[src/rtl/serializer_frame_arbiter_if.sv]
`default_nettype none
// ============================================================================
// Module  : serializer_frame_arbiter_if
// Brief   : Requester-side and serializer-side bus of the frame arbiter.
// Revision: 1.0
// ============================================================================
interface serializer_frame_arbiter_if #(
  parameter int BIT_WIDTH = 32,
  parameter int N_SAMPLES = 8,
  parameter int N_REQ     = 4
);
  localparam int CW = $clog2(N_REQ);

  logic [N_REQ*N_SAMPLES*BIT_WIDTH-1:0] req_msg;
  logic [N_REQ-1:0]                     req_val;
  logic [N_REQ-1:0]                     req_rdy;
  logic [N_SAMPLES*BIT_WIDTH-1:0]       ser_msg;
  logic                                 ser_val;
  logic                                 ser_rdy;
  logic                                 ser_out_fire;
  logic [CW-1:0]                        out_chan;
  logic                                 busy;

  // The arbiter is the slave of the requesters and drives the serializer side.
  modport slave (
    input  req_msg, req_val, ser_rdy, ser_out_fire,
    output req_rdy, ser_msg, ser_val, out_chan, busy
  );

  modport master (
    output req_msg, req_val, ser_rdy, ser_out_fire,
    input  req_rdy, ser_msg, ser_val, out_chan, busy
  );
endinterface
`default_nettype wire

[src/rtl/serializer_frame_arbiter.sv]
`default_nettype none
// ============================================================================
// Module  : serializer_frame_arbiter
// Brief   : Round-robin sharing of one parallel-to-serial serializer by N_REQ
//           frame producers; next grant waits until the frame has drained.
// Revision: 1.0
// ============================================================================
module serializer_frame_arbiter #(
  parameter int BIT_WIDTH = 32,
  parameter int N_SAMPLES = 8,
  parameter int N_REQ     = 4
) (
  input  wire logic                    clk,
  input  wire logic                    reset,
  serializer_frame_arbiter_if.slave    bus
);

  localparam int CW   = $clog2(N_REQ);
  localparam int CNTW = $clog2(N_SAMPLES);
  localparam int FW   = N_SAMPLES * BIT_WIDTH;

  typedef enum logic [1:0] {
    ST_IDLE  = 2'd0,
    ST_ISSUE = 2'd1,
    ST_DRAIN = 2'd2
  } state_t;

  state_t          state_q, state_d;
  logic [CW-1:0]   rr_ptr_q, rr_ptr_d;
  logic [CW-1:0]   chan_q, chan_d;
  logic [CNTW-1:0] cnt_q, cnt_d;
  logic [FW-1:0]   frame_q, frame_d;

  logic [FW-1:0]    req_frame [N_REQ];
  logic [CW-1:0]    win_idx;
  logic             win_found;
  logic [CW-1:0]    chan_next;
  logic [N_REQ-1:0] req_rdy_w;

  for (genvar gi = 0; gi < N_REQ; gi++) begin : g_split
    assign req_frame[gi] = bus.req_msg[gi*FW +: FW];
  end

  // Scan offsets from high to low so the requester closest to rr_ptr wins.
  always_comb begin : arb_search
    logic [CW:0]   sum;
    logic [CW-1:0] idx;
    sum       = '0;
    idx       = '0;
    win_found = 1'b0;
    win_idx   = '0;
    for (int k = N_REQ - 1; k >= 0; k--) begin
      sum = {1'b0, rr_ptr_q} + (CW+1)'(k);
      if (sum >= (CW+1)'(N_REQ)) begin
        sum = sum - (CW+1)'(N_REQ);
      end
      idx = sum[CW-1:0];
      if (bus.req_val[idx]) begin
        win_found = 1'b1;
        win_idx   = idx;
      end
    end
  end

  assign chan_next = (chan_q == CW'(N_REQ - 1)) ? '0 : chan_q + CW'(1);

  always_comb begin : fsm_next
    state_d   = state_q;
    rr_ptr_d  = rr_ptr_q;
    chan_d    = chan_q;
    cnt_d     = cnt_q;
    frame_d   = frame_q;
    req_rdy_w = '0;
    case (state_q)
      ST_IDLE: begin
        if (win_found) begin
          req_rdy_w[win_idx] = 1'b1;
          frame_d            = req_frame[win_idx];
          chan_d             = win_idx;
          state_d            = ST_ISSUE;
        end
      end
      ST_ISSUE: begin
        if (bus.ser_rdy) begin
          state_d = ST_DRAIN;
          cnt_d   = '0;
        end
      end
      ST_DRAIN: begin
        if (bus.ser_out_fire) begin
          if (cnt_q == CNTW'(N_SAMPLES - 1)) begin
            state_d  = ST_IDLE;
            rr_ptr_d = chan_next;
            cnt_d    = '0;
          end else begin
            cnt_d = cnt_q + CNTW'(1);
          end
        end
      end
      default: begin
        state_d = ST_IDLE;
      end
    endcase
  end

  always_ff @(posedge clk or posedge reset) begin : fsm_regs
    if (reset) begin
      state_q  <= ST_IDLE;
      rr_ptr_q <= '0;
      chan_q   <= '0;
      cnt_q    <= '0;
      frame_q  <= '0;
    end else begin
      state_q  <= state_d;
      rr_ptr_q <= rr_ptr_d;
      chan_q   <= chan_d;
      cnt_q    <= cnt_d;
      frame_q  <= frame_d;
    end
  end

  // State is already IDLE under reset, so the grant path is masked explicitly.
  assign bus.req_rdy  = reset ? '0 : req_rdy_w;
  assign bus.ser_val  = (state_q == ST_ISSUE);
  assign bus.ser_msg  = frame_q;
  assign bus.out_chan = chan_q;
  assign bus.busy     = (state_q != ST_IDLE);

endmodule
`default_nettype wire

[src/flat_wrapper.sv]
// flat-port wrapper written by rule: the top's interface ports become plain ports
module serializer_frame_arbiter_flat 
#(
  parameter int BIT_WIDTH = 32,
  parameter int N_SAMPLES = 8,
  parameter int N_REQ     = 4
)
  (clk, reset, bus_req_msg, bus_req_val, bus_ser_rdy, bus_ser_out_fire, bus_req_rdy, bus_ser_msg, bus_ser_val, bus_out_chan, bus_busy);
  serializer_frame_arbiter_if #(.BIT_WIDTH(BIT_WIDTH), .N_SAMPLES(N_SAMPLES), .N_REQ(N_REQ)) bus_i ();
  input  wire logic clk;
  input  wire logic reset;
  input wire logic [$bits(bus_i.req_msg)-1:0] bus_req_msg;
  input wire logic [$bits(bus_i.req_val)-1:0] bus_req_val;
  input wire logic [$bits(bus_i.ser_rdy)-1:0] bus_ser_rdy;
  input wire logic [$bits(bus_i.ser_out_fire)-1:0] bus_ser_out_fire;
  output wire logic [$bits(bus_i.req_rdy)-1:0] bus_req_rdy;
  output wire logic [$bits(bus_i.ser_msg)-1:0] bus_ser_msg;
  output wire logic [$bits(bus_i.ser_val)-1:0] bus_ser_val;
  output wire logic [$bits(bus_i.out_chan)-1:0] bus_out_chan;
  output wire logic [$bits(bus_i.busy)-1:0] bus_busy;
  assign bus_i.req_msg = bus_req_msg;
  assign bus_i.req_val = bus_req_val;
  assign bus_i.ser_rdy = bus_ser_rdy;
  assign bus_i.ser_out_fire = bus_ser_out_fire;
  assign bus_req_rdy = bus_i.req_rdy;
  assign bus_ser_msg = bus_i.ser_msg;
  assign bus_ser_val = bus_i.ser_val;
  assign bus_out_chan = bus_i.out_chan;
  assign bus_busy = bus_i.busy;
  serializer_frame_arbiter #(.BIT_WIDTH(BIT_WIDTH), .N_SAMPLES(N_SAMPLES), .N_REQ(N_REQ)) u_core (.clk(clk), .reset(reset), .bus(bus_i));
endmodule
[config.mk]
export PLATFORM = sky130hd
export DESIGN_NAME = serializer_frame_arbiter_flat
export DESIGN_NICKNAME = d
export VERILOG_FILES = /design/src/rtl/serializer_frame_arbiter_if.sv /design/src/rtl/serializer_frame_arbiter.sv /design/src/flat_wrapper.sv
export SDC_FILE = /design/constraint.sdc
export NUM_CORES = 1
export LEC_CHECK = 0
export ABC_AREA = 1
export BUFFER_PORTS_ARGS = -buffer_cell sky130_fd_sc_hd__buf_2
export CAP_MARGIN = 20
export CORE_AREA = 3 3 503 505
export DETAILED_ROUTE_END_ITERATION = 8
export DIE_AREA = 0 0 506 508
export GPL_TIMING_DRIVEN = 0
export HOLD_SLACK_MARGIN = 0.03
export PLACE_DENSITY = 0.31
export RECOVER_POWER = 100
export SLEW_MARGIN = 20
export SYNTH_ARGS = -nofsm -noshare
export SYNTH_HDL_FRONTEND = slang
export SYNTH_SLANG_ARGS = --single-unit
[constraint.sdc]
create_clock -name clk -period 12.6 [get_ports clk]
set_input_delay 1.26 -clock clk [delete_from_list [all_inputs] [get_ports clk]]
set_output_delay 1.26 -clock clk [all_outputs]
set_load 0.05 [all_outputs]
==> results of run 1 <==
cells by family after synthesis:
logic type      share of synthesized area, %
compound gates                         0.285
simple gates                            53.8
fa+ha+maj                              0.171
flops                                   30.2
buf+inv                                 15.5
registers in the layout, summed over array words and instances, names as in the netlist:
name                 cells
u_core.cnt_q             3
u_core.bus.ser_msg     256
u_core.state_q           2
u_core.bus.out_chan      2
u_core.rr_ptr_q          2
routing by layer:
layer / track usage [%] / wire (um)
met5: 0 / 410
met3: 5.18 / 17500
met2: 28.9 / 108000
met4: 4.99 / 7170
met1: 18.1 / 84100
synth_stat cells, drive strengths merged:
library cell,count
a31oi,1
buf,173
clkbuf,110
dfrtp,265
ha,3
inv,526
nand2,2090
nand3,776
nor2,10
nor3,3
nor3b,1
o211ai,1
o21a,1
o21ai,5
o311ai,1
o31ai,1
worst max-delay path, cell delays in order:
cell and delay (ns):
sky130_fd_sc_hd__buf_2 0.10, sky130_fd_sc_hd__clkinvlp_2 1.22, sky130_fd_sc_hd__buf_16 0.36, sky130_fd_sc_hd__clkbuf_1 3.53
stage by stage:
stage                     instance area, sq um  hold slack, ns  TNS (ns)  worst slack, ns  instances
after detailed placement                 32700           0.460         0             7.28       8595
after global routing                     33800           0.490         0             4.10       8691
final                                    33800           0.476         0             5.25       8717
after CTS                                34200           0.476         0             7.28       8669
after floorplan                          21900           0.474         0             2.50       3967
after global placement                   32600           0.459   -306.06            -2.89       8592
cells in the final DEF (no fill, tap or decap), types with 3 or more instances in the layout:
master                      netlist  routed
sky130_fd_sc_hd__buf_1            6       4
sky130_fd_sc_hd__buf_2          130    1146
sky130_fd_sc_hd__buf_4           23      13
sky130_fd_sc_hd__buf_6           14      14
sky130_fd_sc_hd__bufinv_16        0       7
sky130_fd_sc_hd__clkbuf_1       110     406
sky130_fd_sc_hd__clkbuf_16        0      43
sky130_fd_sc_hd__clkbuf_8         0       9
sky130_fd_sc_hd__clkinv_2         0       8
sky130_fd_sc_hd__dfrtp_1        265     265
sky130_fd_sc_hd__diode_2          0      48
sky130_fd_sc_hd__ha_1             3       3
sky130_fd_sc_hd__inv_1          523     523
sky130_fd_sc_hd__nand2_1       2086    2089
sky130_fd_sc_hd__nand3_1        776     776
sky130_fd_sc_hd__nor2_1           9       9
sky130_fd_sc_hd__nor3_1           3       3
sky130_fd_sc_hd__o21ai_0          5       5
how the worst max path moves through the flow:
stage	from	end	slack [ns]	depth (start not counted)
finish	reset	u_core.bus.ser_msg[166]$_DFFE_PP0P_	5.25	4
global placement	reset	bus_req_rdy[2]	-2.89	5
CTS	bus_req_val[2]	bus_req_rdy[2]	7.28	11
floorplan	reset	bus_req_rdy[1]	2.50	3
detailed placement	bus_req_val[2]	bus_req_rdy[2]	7.28	11
global route	reset	u_core.bus.ser_msg[164]$_DFFE_PP0P_	4.10	4
final cells by class:
type | instances | area share [%]
clock inverter | 18 | 0.814
multi-input combinational | 2893 | 35.2
sequential | 265 | 19.6
timing repair buffer | 1298 | 18.3
buffer | 283 | 4.03
tap | 3330 | 12.3
inverter | 526 | 5.85
antenna | 48 | 0.355
clock buffer | 56 | 3.59
power by group through the flow:
| stage | registers, mW | logic [mW] | clock network [mW] |
|---|---|---|---|
| final | 1.53 | 5.05 | 1.32 |
| after global placement | 1.53 | 5.30 | 0 |
| after CTS | 1.52 | 5.31 | 1.38 |
| after detailed placement | 1.53 | 5.29 | 0 |
| after global routing | 1.58 | 5.47 | 1.40 |
| after floorplan | 2.82 | 1.72 | 0 |
==> out/results.md, run 1 <==
Route
• 0 — Antenna Nets Post-Route
• 0 — final routed DRC violation total
• 24.9 um — wire length per cell after detailed routing
• 1996 — number of design-rule violations left by the first detailed-router iteration
• 217000 um — aggregate routed wire length
• 31164 — via count of the routed design
• 5 — DR pass1 iterations
• 3.58 — via-per-instance ratio

Global route
• 283000 um — global-route wire length before repair
• 144 — antenna violations before repair
• 86 — pin count of the biggest net entering global routing
• 31683 — vias in the first global route
• 0 — leftover overflow at the end of global routing
• 16.1% — global-route usage over all layers

Placement
• 1295 — Port Buffer Count
• 0.943 — GP Congestion
• 191000 um — HPWL reported at the end of detailed placement

Logic synthesis
• 5.53 sq um — mean instance size in the synthesized netlist
• 0 — Synth warnings
• sky130_fd_sc_hd__nand2_1 — area leader, netlist
• sky130_fd_sc_hd__nand2_1 (36%), sky130_fd_sc_hd__dfrtp_1 (30%), sky130_fd_sc_hd__nand3_1 (18%), sky130_fd_sc_hd__inv_1 (9.0%), sky130_fd_sc_hd__buf_2 (3.0%) — top cells by area in the synthesized netlist
• 21900 sq um — Synth Cell Area
• 30.2% — sequential fraction of the synthesis area
• 5002 — post-synthesis net count
• 35.7% — fraction of post-synthesis cell area in the top cell type by area
• 3967 — Post-Synthesis Cells
• 23 — number of distinct library cell variants in the gate-level netlist after synthesis
• 265 — FF+latch count, synth

Setup path
• u_core.bus.ser_msg[145]$_DFFE_PP0P_ — endpoint of the lowest-slack register-to-register path
• in -> async — Crit Path Category
• async pin — kind of end point of the critical path
• u_core.rr_ptr_q[0]$_DFFE_PP0P_ — Reg2Reg Launch Point
• input pin — startpoint class of the critical path
• 12.10 ns — Required @ worst endpoint
• 85 — worst-path maximum fanout
• 18 — worst reg-to-reg path cell count
• 6.85 ns — Worst EP arrival
• 7.83 ns — Register-to-Register Setup Slack

CTS
• 0 — post-cts repair resize count
• yes — TritonCTS clock tree
• 41 — clock buffer count from CTS
• 0.06 ns — Reg clk slew, reported paths
• 3 — maximum count of clock buffers along a single path
• 0.64 ns — clock latency of the later-clocked register in the worst-skew pair
• 0 — post-CTS setup buffer count
• 265 — sink count of the clock tree
• 0 — Post-CTS Hold Buffers
• 2 — level count of the clock H-tree
• sky130_fd_sc_hd__clkbuf_16 — root buffer cell

STA
• 5.13 ns — Worst Tran Pin Value
• 0.0304 ns — final worst clock skew
• 58.3% — final worst path period share
• 7.35 ns — Final Critical Period
• 228 — Final Slew Violations
• 0.136 GHz — highest clock rate
• 0 — Hold Violations, Final
• false — setup repair after global routing missed its margin
• -242% — worst slew slack as a fraction of its limit
• 0 — number of setup violations in the final report

Floorplanning
• 183 — Placement Rows
• 1296 — IO Pins
• 257000 sq um — Die Area
• 8.82% — initial core utilization
• 506 um — die span in x
• 508 um — die height
• 249000 sq um — placeable core region

Power
• 19.8 nW — leakage power figure
• 7.90 mW — post-route total power
• 234 nW/um^2 — total power per unit cell area
• 3.06 mW — Int Power
• 4.84 mW — Sw Pwr
• 63.9% — logic gate share of total power
• 0.0812 mV — Max VDD drop
• 19.4% — share of total power in sequential cells
• 61.2% — fraction of power spent switching nets
• 16.7% — clock network fraction of total power

Cells and area
• 11900 sq um — area used by multi-input combinational logic
• 6630 sq um — area used by sequential logic in the layout
• 29884 — filler cell count in the final layout
• 13.6% — utilization after layout
• 23.4% — share of cells above drive strength 1
• 54.3% — post-synthesis to final-layout area growth
• 6343 — final-stage net count

Status
• capacitance limit, slew limit — failing checks
• finished with violations — run status

Min path
• reg -> reg — Hold/Removal Path Class
• 2 — cell count of the worst hold path
• u_core.bus.ser_msg[150]$_DFFE_PP0P_ — Hold Crit Endpoint
• u_core.bus.ser_msg[150]$_DFFE_PP0P_ — startpoint of the worst hold path

Flow run
• 5 — count of max-cap constraint violations

Note: power is estimated with default switching activity, not from simulation.
==> inputs of run 2 (changes only) <==
Settings changed: CORE_AREA 3 3 503 505 to 3 3 510 512, DIE_AREA 0 0 506 508 to 0 0 513 515.
Clock period 12.6 ns to 7.2 ns, I/O delays scaled along.
==> out/results.md, run 2 (synthesis gave the netlist of run 1 again) <==
Flow run
• 8 — count of max-cap constraint violations, was 5

CTS
• 265 — sink count of the clock tree, unchanged
• sky130_fd_sc_hd__clkbuf_16 — root buffer cell, unchanged
• 2 — level count of the clock H-tree, unchanged
• 3 — maximum count of clock buffers along a single path, unchanged
• 0.06 ns — Reg clk slew, reported paths, about the same
• 0.62 ns — clock latency of the later-clocked register in the worst-skew pair, was 0.64 ns
• 0 — post-cts repair resize count, unchanged
• 0 — Post-CTS Hold Buffers, unchanged
• 0 — post-CTS setup buffer count, unchanged
• yes — TritonCTS clock tree, unchanged
• 41 — clock buffer count from CTS, unchanged

Route
• 25.2 um — wire length per cell after detailed routing, was 24.9 um
• 1958 — number of design-rule violations left by the first detailed-router iteration, was 1996
• 3.54 — via-per-instance ratio, was 3.58
• 221000 um — aggregate routed wire length, was 217000 um
• 0 — final routed DRC violation total, unchanged
• 5 — DR pass1 iterations, unchanged
• 31064 — via count of the routed design, was 31164
• 0 — Antenna Nets Post-Route, unchanged

STA
• 76.5% — final worst path period share
• 5.51 ns — Final Critical Period
• -24.1% — worst slew slack as a fraction of its limit, was -242%
• 0.182 GHz — highest clock rate
• 0.0207 ns — final worst clock skew, was 0.0304 ns
• 1.86 ns — Worst Tran Pin Value, was 5.13 ns
• 0 — Hold Violations, Final, unchanged
• 1.69 ns — final critical-path setup slack, was 5.25 ns
• 0 ns — Setup TNS, unchanged
• 183 — Final Slew Violations, was 228
• 0 — number of setup violations in the final report, unchanged
• false — setup repair after global routing missed its margin, unchanged

Floorplanning
• 513 um — die span in x, was 506 um
• 1296 — IO Pins, unchanged
• 8.56% — initial core utilization, was 8.82%
• 186 — Placement Rows, was 183
• 264000 sq um — Die Area, was 257000 sq um
• 515 um — die height, was 508 um
• 256000 sq um — placeable core region, was 249000 sq um

Global route
• 16.0% — global-route usage over all layers, was 16.1%
• 31852 — vias in the first global route, was 31683
• 156 — antenna violations before repair, was 144
• 30 — pin count of the biggest net entering global routing, was 86
• 287000 um — global-route wire length before repair, was 283000 um
• 0 — leftover overflow at the end of global routing, unchanged

Power
• 19.5% — share of total power in sequential cells, was 19.4%
• 19.8 nW — leakage power figure, about the same
• 5.25 mW — Int Power, was 3.06 mW
• 62.0% — fraction of power spent switching nets, was 61.2%
• 16.0% — clock network fraction of total power, was 16.7%
• 407 nW/um^2 — total power per unit cell area, was 234 nW/um^2
• 13.8 mW — post-route total power, was 7.90 mW
• 0.204 mV — Max VDD drop, was 0.0812 mV
• 8.57 mW — Sw Pwr, was 4.84 mW
• 64.6% — logic gate share of total power, was 63.9%

Cells and area
• 33900 sq um — cell area after layout, was 33800 sq um
• sky130_fd_sc_hd__nand2_1 — commonest non-fill, non-tap cell in the layout, unchanged
• sky130_fd_sc_hd__nand2_1 (2087), sky130_fd_sc_hd__buf_2 (1157), sky130_fd_sc_hd__nand3_1 (776) — highest-count cells in the layout ignoring fill and taps, was sky130_fd_sc_hd__nand2_1 (2089), sky130_fd_sc_hd__buf_2 (1146), sky130_fd_sc_hd__nand3_1 (776)
• 8774 — Layout Cells excl Fill, was 8717
• 23.9% — share of cells above drive strength 1, was 23.4%
• 6350 — final-stage net count, was 6343
• 54.8% — post-synthesis to final-layout area growth, was 54.3%
• 256 — max reg flops, unchanged
• 30799 — filler cell count in the final layout, was 29884

Setup path
• clkbuf_1 > clkinvlp_2 > nand2_1 > nand2_1 > nand2_1 > nor3_1 > nor2_1 > clkbuf_1 > nand2_1 > nor3b_1 > buf_2 — cell-by-cell trace of the critical path, was buf_2 > clkinvlp_2 > buf_16 > clkbuf_1
• sky130_fd_sc_hd__nand2_1 — Crit path top cell by count
• reg -> out — Crit Path Category, was in -> async
• 4.79 ns — Worst EP arrival, was 6.85 ns
• 16 — worst reg-to-reg path cell count, was 18
• 6.48 ns — Required @ worst endpoint, was 12.10 ns
• sky130_fd_sc_hd__nor2_1 — cell type of the slowest stage on the worst timing path, was sky130_fd_sc_hd__clkbuf_1
• u_core.rr_ptr_q[0]$_DFFE_PP0P_ — Reg2Reg Launch Point, unchanged
• 2.08 ns — Register-to-Register Setup Slack, was 7.83 ns
• primary output — kind of end point of the critical path, was async pin
• u_core.bus.ser_msg[197]$_DFFE_PP0P_ — endpoint of the lowest-slack register-to-register path, was u_core.bus.ser_msg[145]$_DFFE_PP0P_
• flop — startpoint class of the critical path, was input pin
• 10 — worst-path maximum fanout, was 85
• 1.21 ns — biggest cell delay along the critical path, was 3.53 ns

Min path
• in -> async — Hold/Removal Path Class, was reg -> reg

Placement
• 32900 sq um — cell area after placement, was 32700 sq um
• 2.76 ns — Post-Place Setup Slack, was 7.28 ns
• 0.939 — GP Congestion, was 0.943
• 1295 — Port Buffer Count, unchanged
• 8656 — total placed cells including tap cells, was 8595
• 196000 um — HPWL reported at the end of detailed placement, was 191000 um

Status
• finished with violations — run status, unchanged
• capacitance limit, slew limit — failing checks, unchanged

run 2: cell type report:
| cell class | instances | area, sq um | area share, % |
|---|---|---|---|
| antenna | 42 | 105 | 0.310 |
| clock inverter | 26 | 295 | 0.870 |
| inverter | 526 | 1980 | 5.82 |
| sequential | 265 | 6630 | 19.5 |
| timing repair buffer | 1305 | 6270 | 18.5 |
| clock buffer | 50 | 1130 | 3.34 |
| tap | 3384 | 4230 | 12.5 |
| multi-input combinational | 2893 | 11900 | 35.0 |
| buffer | 283 | 1410 | 4.14 |
run 2: worst max path at each step:
stage	to	cells after the start	slack, ns	start
CTS	bus_req_rdy[1]	15	2.37	u_core.rr_ptr_q[0]$_DFFE_PP0P_
global route	bus_req_rdy[2]	15	1.17	u_core.rr_ptr_q[0]$_DFFE_PP0P_
floorplan	bus_req_rdy[0]	3	1.00	reset
detailed placement	u_core.bus.ser_msg[107]$_DFFE_PP0P_	15	2.76	bus_req_val[3]
global placement	bus_req_rdy[0]	5	-2.25	reset
finish	bus_req_rdy[1]	11	1.69	u_core.rr_ptr_q[0]$_DFFE_PP0P_
run 2: critical path, delay by kind of cell (launching register included):
family	cells	cell delay (ns)
simple gates	7	2.18
flops	1	0.32
buf+inv	4	1.65
run 2: power groups by stage:
| stage | Clock [mW] | Combinational, mW | Sequential [mW] |
|---|---|---|---|
| finish | 2.21 | 8.93 | 2.69 |
| global route | 2.36 | 9.68 | 2.76 |
| CTS | 2.32 | 9.38 | 2.67 |
| detailed placement | 0 | 9.35 | 2.68 |
| global placement | 0 | 9.35 | 2.68 |
| floorplan | 0 | 3.02 | 4.93 |
run 2: per-layer routing:
metal / wire [um] / track usage, %
met4: 7010 / 4.27
met5: 418 / 0
met2: 109000 / 28.7
met1: 85000 / 17.9
met3: 20100 / 5.47
run 2: through the flow:
stage          util [%]  hold WS, ns
4_1_cts            13.4       0.0711
3_3_place_gp       12.7        0.460
5_1_grt            13.2        0.240
2_1_floorplan         -        0.474
3_5_place_dp       12.8        0.461
6_report           13.2        0.252
==> inputs of run 3 (changes only) <==
Clock period 7.2 ns to 5.51 ns, I/O delays scaled along.
==> out/results.md, run 3 (synthesis gave the netlist of run 1 again) <==
Placement
• 196000 um — HPWL reported at the end of detailed placement, about the same
• 0.948 — GP Congestion, was 0.939
• 8657 — total placed cells including tap cells, was 8656
• 1295 — Port Buffer Count, unchanged

Global route
• 18.5% — met1 Usage GRT, was 17.9%
• 32 — pin count of the biggest net entering global routing, was 30
• 290000 um — global-route wire length before repair, was 287000 um
• 32099 — vias in the first global route, was 31852
• 28.3% — met2 Usage GRT, was 28.7%
• met2 — most heavily used metal layer in global routing, unchanged
• 0 — leftover overflow at the end of global routing, unchanged
• 141 — antenna violations before repair, was 156
• 5.06% — GR met3 Demand/Resource, was 5.47%
• 16.1% — global-route usage over all layers, was 16.0%

Power
• 0.175 mV — Max VDD drop, was 0.204 mV
• 18.1 mW — post-route total power, was 13.8 mW
• 19.8 nW — leakage power figure, about the same
• 532 nW/um^2 — total power per unit cell area, was 407 nW/um^2

Cells and area
• sky130_fd_sc_hd__nand2_1 (2088), sky130_fd_sc_hd__buf_2 (1146), sky130_fd_sc_hd__nand3_1 (776) — highest-count cells in the layout ignoring fill and taps, was sky130_fd_sc_hd__nand2_1 (2087), sky130_fd_sc_hd__buf_2 (1157), sky130_fd_sc_hd__nand3_1 (776)
• 55.0% — post-synthesis to final-layout area growth, was 54.8%
• 23.7% — share of cells above drive strength 1, was 23.9%
• 8784 — Layout Cells excl Fill, was 8774
• 256 — max reg flops, unchanged
• 13.3% — utilization after layout, was 13.2%
• 6353 — final-stage net count, was 6350
• sky130_fd_sc_hd__nand2_1 — commonest non-fill, non-tap cell in the layout, unchanged

Route
• 0 — Antenna Nets Post-Route, unchanged
• 0 — final routed DRC violation total, unchanged
• 223000 um — aggregate routed wire length, was 221000 um
• 1985 — number of design-rule violations left by the first detailed-router iteration, was 1958
• 5 — DR pass1 iterations, unchanged
• 31353 — via count of the routed design, was 31064
• 25.3 um — wire length per cell after detailed routing, was 25.2 um
• 3.57 — via-per-instance ratio, was 3.54

STA
• 0.205 GHz — highest clock rate
• 116 — Final Slew Violations, was 183
• false — setup repair after global routing missed its margin, unchanged
• -24.0% — worst slew slack as a fraction of its limit, was -24.1%
• 0.0221 ns — final worst clock skew, was 0.0207 ns
• 0 ns — Setup TNS, unchanged
• 0 — Hold Violations, Final, unchanged
• 1.86 ns — Worst Tran Pin Value, about the same
• 0 — number of setup violations in the final report, unchanged
• 4.88 ns — Final Critical Period
• 88.6% — final worst path period share

CTS
• 0.62 ns — clock latency of the later-clocked register in the worst-skew pair, about the same
• 3 — maximum count of clock buffers along a single path, unchanged
• 0 — post-CTS setup buffer count, unchanged
• 42 — clock buffer count from CTS, was 41
• yes — TritonCTS clock tree, unchanged
• 2 — level count of the clock H-tree, unchanged
• sky130_fd_sc_hd__clkbuf_16 — root buffer cell, unchanged
• 0.06 ns — Reg clk slew, reported paths, about the same
• 265 — sink count of the clock tree, unchanged

Flow run
• 5 — count of max-cap constraint violations, was 8

Floorplanning
• 264000 sq um — Die Area, unchanged
• 186 — Placement Rows, unchanged
• 513 um — die span in x, unchanged
• 8.56% — initial core utilization, unchanged
• 515 um — die height, unchanged
• 256000 sq um — placeable core region, unchanged
• 1296 — IO Pins, unchanged

Status
• finished with violations — run status, unchanged
• capacitance limit, slew limit — failing checks, unchanged

Setup path
• 10 — worst-path maximum fanout, unchanged
• flop — startpoint class of the critical path, unchanged
• bus_req_rdy[1] — worst setup path end, unchanged
• u_core.rr_ptr_q[0]$_DFFE_PP0P_ — Reg2Reg Launch Point, unchanged
• u_core.rr_ptr_q[0]$_DFFE_PP0P_ — Crit. Startpoint, unchanged
• u_core.bus.ser_msg[108]$_DFFE_PP0P_ — endpoint of the lowest-slack register-to-register path, was u_core.bus.ser_msg[197]$_DFFE_PP0P_
• primary output — kind of end point of the critical path, unchanged
• reg -> out — Crit Path Category, unchanged
• 0.85 ns — Register-to-Register Setup Slack, was 2.08 ns
• 15 — worst reg-to-reg path cell count, was 16
• 4.33 ns — Worst EP arrival, was 4.79 ns
• 4.96 ns — Required @ worst endpoint, was 6.48 ns

Min path
• in -> reg — Hold/Removal Path Class, was in -> async

## run 3: layout make-up
type	count	area, sq um
Sequential cell	265	6630
Clock inverter	18	240
Multi-Input combinational cell	2893	11900
Fill cell	30787	222000
Inverter	526	1980
Buffer	283	1400
Clock buffer	58	1210
Tap cell	3384	4230
Timing Repair Buffer	1307	6280
Antenna cell	50	125
## run 3: worst min path at each step
stage,start,endpoint,cells past startpoint
after floorplan,u_core.state_q[1]$_DFFE_PP0P_,u_core.state_q[0]$_DFFE_PP0P_,1
after global placement,u_core.bus.ser_msg[131]$_DFFE_PP0P_,u_core.bus.ser_msg[131]$_DFFE_PP0P_,2
after detailed placement,u_core.bus.ser_msg[140]$_DFFE_PP0P_,u_core.bus.ser_msg[140]$_DFFE_PP0P_,2
after CTS,bus_ser_rdy,u_core.state_q[0]$_DFFE_PP0P_,2
after global routing,bus_ser_rdy,u_core.state_q[0]$_DFFE_PP0P_,2
final,bus_ser_rdy,u_core.state_q[0]$_DFFE_PP0P_,2
## run 3: where the power goes
group	internal, mW	switching [mW]
clock network	1.77	1.14
registers	2.88	0.621
logic	2.28	9.39
## run 3: what timing repair did
item / 4_1_cts / 5_1_grt
resized for setup: 0 / 0
hold buffers: 1 / 0
endpoints found under the hold margin: 8 / 0
## run 3: layer usage
layer | up-vias | share of wire, %
met2 | 1404 | 48
met4 | 80 | 4.1
met5 | - | 0.23
li1 | 14776 | -
met3 | 389 | 8.4
met1 | 14704 | 39
## run 3: worst max-delay path, cell delays in order, from the launching register on
cell	delay, ns
sky130_fd_sc_hd__dfrtp_1	0.32
sky130_fd_sc_hd__buf_4	0.16
sky130_fd_sc_hd__clkinvlp_2	0.25
sky130_fd_sc_hd__nand2_1	0.12
sky130_fd_sc_hd__nand2_1	0.08
sky130_fd_sc_hd__nand2_1	0.08
sky130_fd_sc_hd__o21ai_0	0.08
sky130_fd_sc_hd__o211ai_1	0.09
sky130_fd_sc_hd__nand3_1	0.11
sky130_fd_sc_hd__nand2_2	0.47
sky130_fd_sc_hd__inv_1	0.53
sky130_fd_sc_hd__clkbuf_1	0.52
sky130_fd_sc_hd__nor3b_1	0.34
sky130_fd_sc_hd__clkbuf_1	0.56
## run 3: through the flow
step	area (sq um)	hold WS (ns)	worst slack, ns
2_1_floorplan	21900	0.474	-0.291
3_3_place_gp	32600	0.459	-4.79
3_5_place_dp	32900	0.462	0.857
4_1_cts	34300	0.0495	0.596
5_1_grt	33900	0.0944	0.284
6_report	34000	0.151	0.629
